### src/rtl/mem_access_pkg.sv
// mem_access_pkg: shared widths, funct3/opcode encodings and MEM-stage FSM states
package mem_access_pkg;
    localparam int RegBus     = 32;
    localparam int RegAddrBus = 5;
    localparam int MemBus     = 32;
    localparam int MemAddrBus = 32;
    localparam int OpcodeWide = 7;
    localparam logic [2:0] F3_B  = 3'b000;
    localparam logic [2:0] F3_H  = 3'b001;
    localparam logic [2:0] F3_W  = 3'b010;
    localparam logic [2:0] F3_BU = 3'b100;
    localparam logic [2:0] F3_HU = 3'b101;
    localparam logic [OpcodeWide-1:0] OP_LOAD  = 7'b0000011;
    localparam logic [OpcodeWide-1:0] OP_STORE = 7'b0100011;
    typedef enum logic [1:0] {S_IDLE = 2'd0, S_REQ = 2'd1, S_WAIT_R = 2'd2} state_e;
endpackage

### src/rtl/mem_access_lsu_align.sv
// lsu_align: store byte-enable/data formatting, load lane extract/extend, bad-access detect
// in : funct3_i/addr_lo_i/we_i/wdata_i describe the current access;
//      ld_funct3_i/ld_addr_lo_i/rdata_i describe the outstanding load
// out: be_o/wdata_o bus formatting, rdata_o extended load result, bad_o misaligned or illegal
module lsu_align
    import mem_access_pkg::*;
(
    input  logic [2:0]        funct3_i,
    input  logic [1:0]        addr_lo_i,
    input  logic              we_i,
    input  logic [RegBus-1:0] wdata_i,
    input  logic [2:0]        ld_funct3_i,
    input  logic [1:0]        ld_addr_lo_i,
    input  logic [MemBus-1:0] rdata_i,
    output logic [3:0]        be_o,
    output logic [MemBus-1:0] wdata_o,
    output logic [RegBus-1:0] rdata_o,
    output logic              bad_o
);
    logic [1:0]  size;
    logic [7:0]  rbyte;
    logic [15:0] rhalf;
    assign size  = funct3_i[1:0];
    assign bad_o = funct3_i == 3'b011 || funct3_i[2:1] == 2'b11 ||
                   (size == F3_H[1:0] && addr_lo_i[0]) ||
                   (size == F3_W[1:0] && addr_lo_i != 2'b00);
    assign be_o    = !we_i ? 4'b1111 :
                     size == F3_B[1:0] ? 4'b0001 << addr_lo_i :
                     size == F3_H[1:0] ? (addr_lo_i[1] ? 4'b1100 : 4'b0011) : 4'b1111;
    assign wdata_o = !we_i ? '0 :
                     size == F3_B[1:0] ? {4{wdata_i[7:0]}} :
                     size == F3_H[1:0] ? {2{wdata_i[15:0]}} : wdata_i;
    assign rbyte   = 8'(rdata_i >> {ld_addr_lo_i, 3'b000});
    assign rhalf   = ld_addr_lo_i[1] ? rdata_i[31:16] : rdata_i[15:0];
    assign rdata_o = ld_funct3_i == F3_B  ? {{24{rbyte[7]}}, rbyte} :
                     ld_funct3_i == F3_BU ? {24'b0, rbyte} :
                     ld_funct3_i == F3_H  ? {{16{rhalf[15]}}, rhalf} :
                     ld_funct3_i == F3_HU ? {16'b0, rhalf} : rdata_i;
endmodule

### src/rtl/mem_access.sv
// mem_access: MEM pipeline stage driving a req/gnt/rvalid data-memory bus
// in : EX/MEM results (mem_*_i, reg_*_i, opcode_i, funct3_i), bus gnt/rvalid/rdata
// out: dmem_* bus request, stall_o upstream hold, registered wb_* result and err_o pulse
module mem_access
    import mem_access_pkg::*;
#(
    parameter int TIMEOUT = 255
) (
    input  logic                  clk,
    input  logic                  rst_n,
    input  logic [RegBus-1:0]     mem_wdata_i,
    input  logic [MemAddrBus-1:0] mem_raddr_i,
    input  logic [MemAddrBus-1:0] mem_waddr_i,
    input  logic                  mem_we_i,
    input  logic                  mem_req_i,
    input  logic [RegBus-1:0]     reg_wdata_i,
    input  logic                  reg_we_i,
    input  logic [RegAddrBus-1:0] reg_waddr_i,
    input  logic [OpcodeWide-1:0] opcode_i,
    input  logic [2:0]            funct3_i,
    output logic                  dmem_req_o,
    output logic                  dmem_we_o,
    output logic [MemAddrBus-1:0] dmem_addr_o,
    output logic [MemBus-1:0]     dmem_wdata_o,
    output logic [3:0]            dmem_be_o,
    input  logic                  dmem_gnt_i,
    input  logic                  dmem_rvalid_i,
    input  logic [MemBus-1:0]     dmem_rdata_i,
    output logic                  stall_o,
    output logic [RegBus-1:0]     wb_wdata_o,
    output logic                  wb_we_o,
    output logic [RegAddrBus-1:0] wb_waddr_o,
    output logic                  err_o
);
    localparam int CW = $clog2(TIMEOUT + 1);
    state_e                  state, state_nx;
    logic [CW-1:0]           cnt;
    logic [1:0]              ld_addr_lo;
    logic [2:0]              ld_funct3;
    logic [RegAddrBus-1:0]   ld_waddr;
    logic [MemAddrBus-1:0]   addr;
    logic [3:0]              be;
    logic [MemBus-1:0]       wdata;
    logic [RegBus-1:0]       ld_data;
    logic                    bad, go, done, tout, ld_gnt, unused_op;
    // mem_req_i/mem_we_i already classify the access; opcode is carried for tracing only
    assign unused_op = (opcode_i != OP_LOAD) & (opcode_i != OP_STORE);
    assign addr = mem_we_i ? mem_waddr_i : mem_raddr_i;
    lsu_align u_align (
        .funct3_i     (funct3_i),
        .addr_lo_i    (addr[1:0]),
        .we_i         (mem_we_i),
        .wdata_i      (mem_wdata_i),
        .ld_funct3_i  (ld_funct3),
        .ld_addr_lo_i (ld_addr_lo),
        .rdata_i      (dmem_rdata_i),
        .be_o         (be),
        .wdata_o      (wdata),
        .rdata_o      (ld_data),
        .bad_o        (bad)
    );
    assign go           = mem_req_i && !bad;
    assign dmem_req_o   = state == S_REQ || (state == S_IDLE && go);
    assign dmem_we_o    = dmem_req_o && mem_we_i;
    assign dmem_addr_o  = dmem_req_o ? {addr[MemAddrBus-1:2], 2'b00} : '0;
    assign dmem_be_o    = dmem_req_o ? be : '0;
    assign dmem_wdata_o = dmem_req_o ? wdata : '0;
    assign ld_gnt = dmem_req_o && dmem_gnt_i && !mem_we_i;
    assign done   = (state == S_REQ && dmem_gnt_i && mem_we_i) || (state == S_WAIT_R && dmem_rvalid_i);
    // a completion in the last allowed cycle wins over the timeout
    assign tout   = state != S_IDLE && cnt == CW'(TIMEOUT - 1) && !done;
    assign stall_o = dmem_req_o ? !(dmem_gnt_i && mem_we_i) && !tout :
                     state == S_WAIT_R && !dmem_rvalid_i && !tout;
    assign state_nx = tout || done ? S_IDLE :
                      ld_gnt ? S_WAIT_R :
                      state == S_IDLE && go && !dmem_gnt_i ? S_REQ : state;
    always_ff @(posedge clk or negedge rst_n) begin
        if (!rst_n) begin
            state      <= S_IDLE;
            cnt        <= '0;
            ld_addr_lo <= '0;
            ld_funct3  <= '0;
            ld_waddr   <= '0;
            wb_wdata_o <= '0;
            wb_we_o    <= 1'b0;
            wb_waddr_o <= '0;
            err_o      <= 1'b0;
        end else begin
            state   <= state_nx;
            cnt     <= state == S_IDLE || state_nx == S_IDLE ? '0 : cnt + CW'(1);
            err_o   <= tout || (state == S_IDLE && mem_req_i && bad);
            wb_we_o <= 1'b0;
            if (ld_gnt) begin
                ld_addr_lo <= addr[1:0];
                ld_funct3  <= funct3_i;
                ld_waddr   <= reg_waddr_i;
            end
            if (state == S_IDLE && !mem_req_i) begin
                wb_wdata_o <= reg_wdata_i;
                wb_we_o    <= reg_we_i;
                wb_waddr_o <= reg_waddr_i;
            end else if (state == S_WAIT_R && dmem_rvalid_i) begin
                wb_wdata_o <= ld_data;
                wb_we_o    <= reg_we_i;
                wb_waddr_o <= ld_waddr;
            end
        end
    end
endmodule

### config.mk
export PLATFORM = sky130hd
export DESIGN_NAME = mem_access
export DESIGN_NICKNAME = d
export VERILOG_FILES = /design/src/rtl/mem_access_pkg.sv /design/src/rtl/mem_access_lsu_align.sv /design/src/rtl/mem_access.sv
export SDC_FILE = /design/constraint.sdc
export NUM_CORES = 1
export LEC_CHECK = 0
export CAP_MARGIN = 10
export CORE_MARGIN = 5
export CORE_UTILIZATION = 35
export CTS_CLUSTER_SIZE = 10
export DETAILED_ROUTE_END_ITERATION = 16
export HOLD_SLACK_MARGIN = 0.12
export PLACE_DENSITY = 0.89
export SLEW_MARGIN = 5
export SYNTH_ARGS = -nofsm -noshare
export SYNTH_HDL_FRONTEND = slang
export SYNTH_HIERARCHICAL = 1
export SYNTH_SLANG_ARGS = --single-unit
### constraint.sdc
create_clock -name clk -period 2.7 [get_ports clk]
set_input_delay 0.54 -clock clk [delete_from_list [all_inputs] [get_ports clk]]
set_output_delay 0.54 -clock clk [all_outputs]
set_load 0.01 [all_outputs]
==> impl_metrics.json, run 1 <==
{
  "start_kind": "input port",
  "cts.path.max_buffers": 2,
  "ys.flop_type": "dfrtp_1",
  "cts_buffers": 9,
  "clk_latency_ps": 330,
  "h-tree-depth": 3,
  "grt_pass1_vias": 6003,
  "postCtsHoldBufs": 0,
  "die_area_um2": 16500,
  "nNetsFinal": 1108,
  "rows": 43,
  "vdd_drop_max_mv": 0.384,
  "hold_path.class": "in -> async",
  "fin_cells": 1110,
  "yosys_warnings": 6,
  "power.leakage_uw": 0.00390,
  "synth_compound_area_frac": 0.164,
  "drv_cap": 0,
  "synthXorXnorAreaFrac": 0.00534,
  "synth_seq_cells": 59,
  "place_inst": 1072,
  "yosys.area_share.simple": 0.283,
  "slew_violations": 0,
  "synthTopCellsByArea": "dfrtp_1 30%, mux2i_1 10%, nand2_1 9.5%",
  "wl_um": 21300,
  "yosysTopAreaCell": "dfrtp_1",
  "fin_worst_skew_ps": 4.88,
  "synth_top_cell_area_share": 0.300,
  "failed_checks": "setup timing",
  "synthDistinctLibCells": 58,
  "netlist_area_um2": 4920,
  "fin_crit_ps": 2940,
  "cp_max_fo": 4,
  "netlist_instances": 628,
  "path_clk_slew_ps": 50,
  "gr-usage-all-layers": 0.249,
  "drtPass1Iterations": 5,
  "grt_max_degree": 73,
  "endpoint_kind": "output pin",
  "cts_root_buf": "clkbuf_16",
  "relSlewSlack": 0.439,
  "cts_tree": "done",
  "portBuffers": 282,
  "max_freq_mhz": 340,
  "whs_ps": 188,
  "synth_top_family_by_area": "simple AND/OR/NAND/NOR gates",
  "final_util": 0.631,
  "start_util": 0.356,
  "ys_seq_area_frac": 0.300,
  "via_per_inst": 5.30,
  "clock_sinks": 59,
  "async_flop_share": 1.00,
  "drtIter0Drc": 442,
  "wl_per_cell_um": 19.2,
  "cp.required_ps": 2160,
  "synth.avg_cell_area_um2": 7.83,
  "min_period_over_period": 1.09,
  "reg2reg_slack_ps": 560,
  "rsz0062_at_grt": "true",
  "synth_fa_ha_area_frac": 0.00509,
  "drc_errors": 0,
  "drive_above_1_share": 0.247,
  "die_h_um": 129,
  "place_hpwl_um": 15200,
  "setup_ws_ps": -238,
  "overflow": 0,
  "cp_cell_sequence": "buf_8 -> mux2_4 -> o31a_1 -> o22a_2 -> nor2b_4 -> o21ai_4 -> inv_2 -> buf_6 -> buf_8 -> buf_6 -> and2_1 -> buf_2",
  "muxShareOfSynthArea": 0.170,
  "grt_pass1_wl_um": 32400,
  "cp_slowest_cell": "mux2_4",
  "status": "complete, but fails checks",
  "antenna_found_initial": 1,
  "cpPeakStageDelay_ps": 300,
  "finalHoldViolCount": 0,
  "power-per-cell-area_nw_per_um2": 775,
  "ant_nets": 0,
  "worstPathArrival_ps": 2400,
  "io_pins": 292,
  "core-area_um2": 13800,
  "setup_violations": 69,
  "gp_congestion": 0.861,
  "num_vias": 5884,
  "critPathKind": "in -> out",
  "synthToLayoutAreaGrowth_pct": 77.5,
  "fp.dieW_um": 129,
  "synth_edf_count": 0,
  "tightest_slew_ps": 842
}
[through the flow]
| stage | power, uW | setup WS [ps] | area (um^2) | TNS, ps |
|---|---|---|---|---|
| floorplan | 3600 | 13.5 | 5000 | 0 |
| global placement | 5070 | -817 | 8040 | -45580 |
| detailed placement | 5170 | -823 | 8040 | -46890 |
| CTS | 6750 | -190 | 8690 | -5150 |
| global route | 7190 | -317 | 8730 | -14230 |
| finish | 6760 | -238 | 8730 | -9420 |
[synthesized netlist by cell type (3+ instances only)]
| cell type | count |
|---|---|
| mux4_2 | 7 |
| nor2b_1 | 14 |
| buf_2 | 27 |
| inv_1 | 17 |
| nor3_1 | 7 |
| mux2i_1 | 49 |
| clkbuf_1 | 12 |
| and2_1 | 53 |
| buf_6 | 3 |
| o22ai_1 | 10 |
| a31oi_1 | 49 |
| o21ai_0 | 30 |
| nor2_1 | 76 |
| nand3b_1 | 3 |
| nand2_1 | 125 |
| a21boi_0 | 8 |
| buf_4 | 8 |
| nand3_1 | 8 |
| a22oi_1 | 4 |
| mux2_2 | 12 |
| dfrtp_1 | 59 |
| a21oi_1 | 3 |
[path summary, 6_finish.rpt]
check	from	endpoint	cells after the start
max	mem_we_i	dmem_wdata_o[26]	12
min	rst_n	wb_wdata_o[22]	1
max reg2reg	ld_addr_lo[1]	wb_wdata_o[27]	5
min reg2reg	wb_wdata_o[27]	wb_wdata_o[27]	2
max in group asynchronous	rst_n	wb_waddr_o[2]	2
min in group clk	wb_wdata_o[27]	wb_wdata_o[27]	2
[layout make-up]
class                           count  area (um^2)
Fill cell                        1123         5100
Timing Repair Buffer              336         3380
Multi-Input combinational cell    500         3280
Sequential cell                    59         1480
Clock buffer                       11          243
Tap cell                          180          225
Inverter                           18         67.6
Clock inverter                      5         52.6
Antenna cell                        1         2.50
[logic make-up after synthesis]
| family | after synthesis |
|---|---|
| XOR/XNOR | 3 |
| AND/OR/NAND/NOR | 300 |
| adder cells (fa/ha/maj) | 2 |
| flip-flops | 59 |
| buffers and inverters | 70 |
| other | 1 |
| AO/OA/AOI/OAI | 122 |
| multiplexers | 71 |
[flip-flops by register name, summed over array words and instances (netlist names)]
signal / cells
wb_wdata_o: 32
cnt: 8
ld_waddr: 5
wb_waddr_o: 5
ld_funct3: 3
ld_addr_lo: 2
state: 2
err_o: 1
wb_we_o: 1
[report_power, final]
part / internal [uW] / switching [uW] / leakage (uW)
Combinational: 2130 / 1910 / 0.00305
Clock: 734 / 403 / 0.000145
Sequential: 1270 / 312 / 0.000705
[layer usage]
metal  global-route usage  vias to the layer above  share of wire
met5                    0                        -              0
met4                0.121                        0          0.046
met3               0.0527                       68          0.081
met2                0.441                      321           0.50
met1                0.285                     2745           0.37
li1                     -                     2750              -
[cell usage in the layout, fill, tap and decap left out, types with 32 or more instances in the layout]
cell type,Yosys,final
dfrtp_1,59,59
clkdlybuf4s50_1,0,205
a31oi_1,49,49
mux2i_1,49,49
and2_4,0,32
nor2_1,76,62
buf_2,27,34
nand2_1,125,125
buf_6,3,45
[critical path: cells and delay by family]
kind / cells / cell delay, ps
and+or+nand+nor: 2 / 270
AOI/OAI and AO/OA: 3 / 580
muxes: 1 / 300
buffers and inverters: 6 / 690
[timing repair]
item / 4_1_cts / 5_1_grt
setup endpoints to repair: 69 / 69
resized for setup: 379 / 17
gates cloned: 8 / 0
setup buffers: 11 / 5
pin swaps: 31 / 4
endpoints found under the hold margin: 0 / 0
No activity file was read; power rests on OpenSTA's default activity.
==> run 2: changes to the inputs <==
clock period = 2.4 ns   (was 2.7 ns; I/O delays follow)
==> run 2 against run 1 <==
  * The run still ends with setup timing left
  * Sequential cell count unchanged
  * Sequential power up 12%
  * Utilization increased by 0.36 points
  * Setup slack worse by 100 ps
  * Via count fell by 2.4%
  * First-iteration DRC count is 7.9% lower
  * Power is 10% higher
  * Clock power is 4% higher
  * Cell count fell by 0.45%
  * Combinational power up 11%
  * Routed wire length shrank 3.2%
  * Largest cell class unchanged
  * Highest routed layer unchanged
==> impl_metrics.json, run 2 (synthesis gave the netlist of run 1 again) <==
{
  "synthToLayoutAreaGrowth_pct": 78.5,
  "h-tree-depth": 3,
  "fin_crit_ps": 2740,
  "fp.dieW_um": 129,
  "setup_ws_ps": -338,
  "grt_pass1_wl_um": 30400,
  "max_freq_mhz": 365,
  "core-area_um2": 13800,
  "power.leakage_uw": 0.00387,
  "drtIter0Drc": 407,
  "relSlewSlack": 0.427,
  "largest_register": "wb_wdata_o",
  "via_per_inst": 5.19,
  "antenna_found_initial": 1,
  "tightest_slew_ps": 860,
  "clock_sinks": 59,
  "overflow": 0,
  "gr-usage-all-layers": 0.232,
  "critPathKind": "in -> out",
  "drive_above_1_share": 0.261,
  "final_util": 0.635,
  "final.fill_count": 1111,
  "path_clk_slew_ps": 50,
  "cp.required_ps": 1920,
  "die_area_um2": 16500,
  "grt_max_degree": 73,
  "io_pins": 292,
  "regArea_um2": 1480,
  "finalPower_uw": 7440,
  "timing.setup.tns_ps": -17570,
  "drv_cap": 0,
  "num_vias": 5740,
  "place_hpwl_um": 15300,
  "gp_congestion": 0.852,
  "grt_pass1_vias": 5811,
  "failed_checks": "setup timing",
  "drc_errors": 0,
  "endpoint_kind": "output pin",
  "vdd_drop_max_mv": 0.402,
  "whs_ps": 189,
  "fin_worst_skew_ps": 3.83,
  "start_kind": "input port",
  "rows": 43,
  "layout.cells.most_common": "clkdlybuf4s50_1",
  "wl_um": 20700,
  "power-per-cell-area_nw_per_um2": 848,
  "wl_per_cell_um": 18.7,
  "cts_root_buf": "clkbuf_16",
  "portBuffers": 282,
  "largest_register_ffs": 32,
  "cp_max_fo": 10,
  "multi_input_area_um2": 3360,
  "cts.path.max_buffers": 2,
  "top_regs": "wb_wdata_o: 32 flops, cnt: 8 flops",
  "die_h_um": 129,
  "cts_buffers": 9,
  "layout_common_cells": "204 x clkdlybuf4s50_1, 125 x nand2_1, 59 x dfrtp_1",
  "slew_violations": 0,
  "status": "complete, but fails checks",
  "worstPathArrival_ps": 2260,
  "nNetsFinal": 1104,
  "dp_slack_ps": -1020,
  "cts_tree": "done",
  "setup_violations": 69,
  "start_util": 0.356,
  "ant_nets": 0,
  "finalHoldViolCount": 0,
  "min_period_over_period": 1.14,
  "hold_path.class": "in -> async",
  "postCtsHoldBufs": 0,
  "rsz0062_at_grt": "true",
  "clk_latency_ps": 320,
  "drtPass1Iterations": 5
}
## run 2: layer usage
layer	up-vias	GRT usage	wire, um
met5	-	0	0
met4	0	0.110	709
met3	44	0.0602	1670
met2	282	0.399	10300
met1	2668	0.269	7950
li1	2746	-	-
## run 2: stage by stage
stage / std cells / instance area, um^2
2_1_floorplan: 629 / 5150
3_3_place_gp: 1079 / 8250
3_5_place_dp: 1079 / 8250
4_1_cts: 1099 / 8590
5_1_grt: 1104 / 8780
6_report: 1105 / 8780
## run 2: where the power goes
| part | leakage (uW) | internal (uW) | total (uW) | switching [uW] |
|---|---|---|---|---|
| combinational | 0.00303 | 2370 | 4490 | 2130 |
| clock | 0.000137 | 736 | 1180 | 440 |
| sequential | 0.000705 | 1430 | 1770 | 342 |
| total | 0.00387 | 4530 | 7440 | 2910 |
## run 2: worst max-delay path, cell delays in order
cell      delay (ps)
buf_12           110
mux2_4           300
o31a_1           270
o22a_1           220
nor2b_4          160
o21ai_4          120
clkinv_4         170
buf_16           150
and2_1           130
buf_2            130
## run 2: timing repair
action                                 CTS  global route
gates resized for setup                341            47
pin swaps                                4            18
cloned                                   3             4
setup endpoints to repair               69            69
buffers inserted                         3             2
endpoints found under the hold margin    0             0
## run 2: final timing paths
kind,start,endpoint,slack [ps],cells past startpoint
max,mem_we_i,dmem_wdata_o[1],-340,10
min,rst_n,wb_wdata_o[20],190,1
max reg2reg,ld_funct3[0],wb_wdata_o[14],410,5
min reg2reg,ld_waddr[4],ld_waddr[4],510,1
max in group asynchronous,rst_n,wb_waddr_o[1],1600,2
min in group clk,ld_waddr[4],ld_waddr[4],510,1
## run 2: layout make-up
cell class | count | area share
multi-input cells | 500 | 0.383
clock inverters | 3 | 0.00171
inverters | 18 | 0.00827
clock buffers | 11 | 0.0288
well taps | 180 | 0.0257
flip-flops and latches | 59 | 0.168
diodes | 2 | 0.000570
repair buffers | 332 | 0.384
